==> src/rtl/regfile_mp_if.sv <==
// Port bundle for regfile_mp: read, write, issue and busy-count signals.
// master = decode/issue/writeback side, slave = register file.
interface regfile_mp_if #(
  parameter int XLEN  = 32,
  parameter int NREGS = 32,
  parameter int NRD   = 2,
  parameter int NWR   = 1
);
  localparam int AW = $clog2(NREGS);

  logic [NRD*AW-1:0]   rd_addr;
  logic [NRD*XLEN-1:0] rd_data;
  logic [NRD-1:0]      rd_busy;
  logic [NWR-1:0]      wr_en;
  logic [NWR*AW-1:0]   wr_addr;
  logic [NWR*XLEN-1:0] wr_data;
  logic                iss_en;
  logic [AW-1:0]       iss_addr;
  logic [AW:0]         busy_cnt;

  modport master (
    output rd_addr, wr_en, wr_addr, wr_data, iss_en, iss_addr,
    input  rd_data, rd_busy, busy_cnt
  );

  modport slave (
    input  rd_addr, wr_en, wr_addr, wr_data, iss_en, iss_addr,
    output rd_data, rd_busy, busy_cnt
  );
endinterface

==> src/rtl/regfile_mp.sv <==
// Multi-port register file with busy scoreboard; r0 reads zero and is never busy.
// Optional same-cycle write-to-read bypass is enabled by defining REGFILE_BYPASS_EN.
module regfile_mp #(
  parameter int XLEN  = 32,
  parameter int NREGS = 32,
  parameter int NRD   = 2,
  parameter int NWR   = 1
) (
  input  logic          clk,
  input  logic          rst_n,
  regfile_mp_if.slave   rf
);
  localparam int AW = $clog2(NREGS);

  logic [XLEN-1:0]  regs [NREGS];
  logic [NREGS-1:0] busy_vec;
  logic [NREGS-1:0] busy_next;
  logic [AW:0]      busy_cnt_reg;
  logic [AW:0]      busy_cnt_next;

  assign regs[0]      = '0;
  assign busy_vec[0]  = 1'b0;
  assign busy_next[0] = 1'b0;

  genvar gi;

  // One storage slice per architectural register (r0 has none).
  for (gi = 1; gi < NREGS; gi++) begin : g_reg
    logic [XLEN-1:0] data_reg;
    logic [XLEN-1:0] data_next;
    logic            busy_reg;
    logic            wr_hit;
    logic            iss_hit;

    // Ascending scan so the highest-index matching port wins.
    always_comb begin
      wr_hit    = 1'b0;
      data_next = data_reg;
      for (int p = 0; p < NWR; p++) begin
        if (rf.wr_en[p] && (rf.wr_addr[p*AW +: AW] == AW'(gi))) begin
          wr_hit    = 1'b1;
          data_next = rf.wr_data[p*XLEN +: XLEN];
        end
      end
    end

    assign iss_hit       = rf.iss_en && (rf.iss_addr == AW'(gi));
    // A same-cycle issue overrides the writeback's busy clear.
    assign busy_next[gi] = iss_hit | (busy_reg & ~wr_hit);

    always_ff @(posedge clk or negedge rst_n) begin
      if (!rst_n) begin
        data_reg <= '0;
        busy_reg <= 1'b0;
      end else begin
        data_reg <= data_next;
        busy_reg <= busy_next[gi];
      end
    end

    assign regs[gi]     = data_reg;
    assign busy_vec[gi] = busy_reg;
  end

  always_comb begin
    busy_cnt_next = '0;
    for (int i = 0; i < NREGS; i++) begin
      busy_cnt_next = busy_cnt_next + (AW+1)'(busy_next[i]);
    end
  end

  always_ff @(posedge clk or negedge rst_n) begin
    if (!rst_n) begin
      busy_cnt_reg <= '0;
    end else begin
      busy_cnt_reg <= busy_cnt_next;
    end
  end

  assign rf.busy_cnt = busy_cnt_reg;

  for (gi = 0; gi < NRD; gi++) begin : g_rd
    logic [AW-1:0]   addr;
    logic [XLEN-1:0] data;
    logic            busy;

    assign addr = rf.rd_addr[gi*AW +: AW];

`ifdef REGFILE_BYPASS_EN
    // Forward in-flight write data; busy then only reflects a colliding issue.
    always_comb begin
      data = regs[addr];
      busy = busy_vec[addr];
      if (addr != '0) begin
        for (int p = 0; p < NWR; p++) begin
          if (rf.wr_en[p] && (rf.wr_addr[p*AW +: AW] == addr)) begin
            data = rf.wr_data[p*XLEN +: XLEN];
            busy = rf.iss_en && (rf.iss_addr == addr);
          end
        end
      end
    end
`else
    assign data = regs[addr];
    assign busy = busy_vec[addr];
`endif

    assign rf.rd_data[gi*XLEN +: XLEN] = data;
    assign rf.rd_busy[gi]              = busy;
  end

endmodule

==> src/flat_wrapper.sv <==
// flat-port wrapper written by rule: the top's interface ports become plain ports
module regfile_mp_flat 
#(
  parameter int XLEN  = 32,
  parameter int NREGS = 32,
  parameter int NRD   = 2,
  parameter int NWR   = 1
)
  (clk, rst_n, rf_rd_addr, rf_wr_en, rf_wr_addr, rf_wr_data, rf_iss_en, rf_iss_addr, rf_rd_data, rf_rd_busy, rf_busy_cnt);
  regfile_mp_if #(.XLEN(XLEN), .NREGS(NREGS), .NRD(NRD), .NWR(NWR)) rf_i ();
  input  logic clk;
  input  logic rst_n;
  input wire logic [$bits(rf_i.rd_addr)-1:0] rf_rd_addr;
  input wire logic [$bits(rf_i.wr_en)-1:0] rf_wr_en;
  input wire logic [$bits(rf_i.wr_addr)-1:0] rf_wr_addr;
  input wire logic [$bits(rf_i.wr_data)-1:0] rf_wr_data;
  input wire logic [$bits(rf_i.iss_en)-1:0] rf_iss_en;
  input wire logic [$bits(rf_i.iss_addr)-1:0] rf_iss_addr;
  output wire logic [$bits(rf_i.rd_data)-1:0] rf_rd_data;
  output wire logic [$bits(rf_i.rd_busy)-1:0] rf_rd_busy;
  output wire logic [$bits(rf_i.busy_cnt)-1:0] rf_busy_cnt;
  assign rf_i.rd_addr = rf_rd_addr;
  assign rf_i.wr_en = rf_wr_en;
  assign rf_i.wr_addr = rf_wr_addr;
  assign rf_i.wr_data = rf_wr_data;
  assign rf_i.iss_en = rf_iss_en;
  assign rf_i.iss_addr = rf_iss_addr;
  assign rf_rd_data = rf_i.rd_data;
  assign rf_rd_busy = rf_i.rd_busy;
  assign rf_busy_cnt = rf_i.busy_cnt;
  regfile_mp #(.XLEN(XLEN), .NREGS(NREGS), .NRD(NRD), .NWR(NWR)) u_core (.clk(clk), .rst_n(rst_n), .rf(rf_i));
endmodule
==> config.mk <==
export PLATFORM = sky130hd
export DESIGN_NAME = regfile_mp_flat
export DESIGN_NICKNAME = d
export VERILOG_FILES = /design/src/rtl/regfile_mp_if.sv /design/src/rtl/regfile_mp.sv /design/src/flat_wrapper.sv
export SDC_FILE = /design/constraint.sdc
export NUM_CORES = 2
export LEC_CHECK = 0
export BUFFER_PORTS_ARGS = -buffer_cell sky130_fd_sc_hd__buf_2
export CAP_MARGIN = 20
export CORE_MARGIN = 8
export CORE_UTILIZATION = 50
export CTS_CLUSTER_DIAMETER = 100
export DETAILED_ROUTE_END_ITERATION = 8
export PLACE_DENSITY = 0.66
export SKIP_CTS_REPAIR_TIMING = 1
export SKIP_LAST_GASP = 1
export SLEW_MARGIN = 30
export SYNTH_ARGS = -nofsm -noshare
export SYNTH_HDL_FRONTEND = slang
export SYNTH_SLANG_ARGS = --single-unit
==> constraint.sdc <==
create_clock -name clk -period 7.92 [get_ports clk]
set_input_delay 1.584 -clock clk [delete_from_list [all_inputs] [get_ports clk]]
set_output_delay 1.584 -clock clk [all_outputs]
set_load 0.01 [all_outputs]
==> metrics.txt <==
run status=finished, final reports clean; Hold Startpoint=u_core.g_reg[22].data_reg[5]; Vias per Instance=6.67; worst-path cell chain=buf_2 > nand2b_1 > nor3_1 > nand2_2 > a22o_1 > ha_1 > fa_1 > inv_1 > fa_1 > fa_1 > fa_1 > inv_1 > fa_1 > inv_1 > fa_1 > inv_1 > ha_1 > fa_1 > a21o_1 > a21oi_1 > xnor2_1; number of enable flip-flop cells after synthesis=0; antenna violation net count after detailed routing=0; highest achievable clock rate=147 MHz; leading register cell type out of synthesis=dfrtp_1; most numerous cell types in the synthesized netlist=mux2_2 (1,037), dfrtp_1 (1,029), mux4_2 (396), a22o_1 (221), clkbuf_1 (211); Max clock buf depth=3; Most Frequent Cell on Critical Path=fa_1; worst skew pair latency=0.68 ns; cells taking the most area after synthesis=dfrtp_1 (46%), mux2_2 (21%), mux4_2 (16%); slew of the pin with the lowest slew margin=1.07 ns; sequential cell area fraction in the yosys report=0.460; area share of the largest cell type after synthesis=0.460; worst endpoint required time=8.52 ns; total routing resource utilization after global routing=0.267; synthesized cell area=56,000 um2; die outline area=123,000 um2; last weighted congestion value of the routability-driven placer=approximately 0.87; placeable core region=between 100,000 and 150,000 um2; fin. max-slew vios=0; critical path endpoint category=flip-flop; vias in the first global route=37,100; Setup Crit Path Kind=in2reg; Post-DP HPWL=a little over 90,000 um; Total Negative Setup Slacks=0 ns; proportion of synthesized flip-flops having asynchronous set or reset=1.00; Ports=about 130; Top delay family on crit path=adder cells; number of buffers inserted by port buffering=~130; Leak Pwr=27.1 nW; number of endpoints with negative hold slack in the final report=0; Max rail drop VDD=around 0.52 mV; mean cell area of the mapped netlist=~15 um2; routed vias=35,800; Worst R2R Path Depth=17; syn nets=3,938; antenna violations before repair=0; CP peak stage delay=around 0.61 ns; # setup viols final=0; final worst path period share=0.860; synth unique cells=39; final-stage net count=~3,900; Yosys reg bits=between 1,000 and 1,500; dpl cells=5,151; depth of the CTS H-tree=3; final period demand of the worst path=6.81 ns; largest net degree at the start of global routing=about 170; master of the slowest instance on the critical path=nor3_1; endpoint of the lowest-slack register-to-register path=u_core.rf.busy_cnt[4]; type of the tightest min-delay check=reg2reg; total global routing overflow=0; post-route DRC violation count=0; layout overhead on the synthesized area=10.5%; Hold Path Stages=1; clk sinks=1,029; Detailed Routing Iterations Pass 1=5; die height=351 um; Worst Path Max Fanout=7; Starting Density=0.505; global-route wire length before repair=247,000 um; hold-critical path endpoint=u_core.g_reg[22].data_reg[5]; CTS clock-pin slew for the worst setup and hold paths=0.06 ns; root buffer cell=clkbuf_16; count of yosys warnings during synthesis=0; crit start category=input port; origin of the critical flop-to-flop path=u_core.g_reg[1].busy_reg; CTS tree=yes; total CTS buffers=112; final routed wirelength across all metal layers=164,000 um; Post-Layout Cell Count=5,364; worst slew margin relative to its limit=0.284; leading cell type by number of instances after synthesis=mux2_2; maxcap violations=0; arrival time at the worst endpoint=7.42 ns; Critical path buffers and inverters=5; cell row count=about 120; worst setup slack for register-to-register paths=approximately 2.7 ns; top cell type by total area after synthesis=dfrtp_1; share of post-route cells with drive strength above 1=0.490; flip-flop count of the largest register, all copies and words added=992; unrepaired setup endpoints after global routing=no; x dimension of the die=351 um; Synth Instances=roughly 3,900; violation count after the first detailed-route iteration=about 3,100; average detailed-routed wire length per instance=30.6 um; power per cell area=between 200 and 300 nW/um2; fin util=0.558; Layout Skew=0.00692 ns
cell usage in the layout (no fill, tap or decap), drive strengths merged, types with 16 or more instances in the layout:
master,synthesis,final
a211oi,66,66
mux2i,200,200
mux2,1057,1057
fa,23,23
nor2,27,27
dfrtp,1029,1029
o31ai,66,66
o22ai,66,66
bufinv,0,16
clkbuf,211,168
nand2,39,39
a22o,221,221
a22oi,18,18
mux4,396,396
inv,35,37
buf,200,225
o21ai,73,73
and2,70,70
clkinv,0,24
metrics by stage:
stage / setup WS, ns / hold slack [ns] / cell area [um2] / power [mW]
2_1_floorplan: 0.823 / 0.470 / 56000 / 10.8
3_3_place_gp: 0.452 / 0.481 / 57700 / 11.9
3_5_place_dp: 0.450 / 0.490 / 57800 / 12.1
4_1_cts: 1.14 / 0.503 / 61800 / 17.7
5_1_grt: 0.823 / 0.521 / 61800 / 18.7
6_report: 1.11 / 0.503 / 61800 / 17.6
report_power, final:
group / switching (mW) / internal (mW)
combinational: 2.16 / 2.69
sequential: 0.743 / 6.35
clock: 2.20 / 3.45
total: 5.11 / 12.5
kinds of logic after synthesis:
group                    count (synthesis)  share of synthesized area
AO/OA/AOI/OAI                          517                     0.0695
XOR/XNOR                                 3                   0.000470
adder cells (fa/ha/maj)                 32                     0.0102
buffers and inverters                  446                     0.0355
flip-flops                            1029                      0.460
multiplexers                          1653                      0.408
AND/OR/NAND/NOR                        170                     0.0162
per-layer routing:
layer	wire length, um	GRT usage
met5	0	0
met4	5760	0.0920
met3	10800	0.0461
met2	77900	0.427
met1	69700	0.370
final cells by class:
type / count / area [um2]
tap: 1488 / 1860
sequential: 1029 / 25700
fill: 9004 / 49000
antenna: 1 / 2.50
timing repair buffer: 225 / 1620
clock inverter: 43 / 637
clock buffer: 168 / 3380
multi-input combinational: 2375 / 28400
inverter: 35 / 131
how the worst max path moves through the flow:
stage,start,end,slack (ns),cells after the start
detailed placement,rf_wr_addr[3],u_core.rf.busy_cnt[4],0.45,21
global placement,rf_wr_addr[3],u_core.rf.busy_cnt[4],0.45,21
finish,rf_wr_addr[3],u_core.rf.busy_cnt[4],1.11,21
floorplan,rf_wr_addr[3],u_core.rf.busy_cnt[4],0.82,22
global route,rf_wr_addr[3],u_core.rf.busy_cnt[4],0.82,21
CTS,rf_wr_addr[3],u_core.rf.busy_cnt[4],1.14,21
No activity file was read; power rests on OpenSTA's default activity.
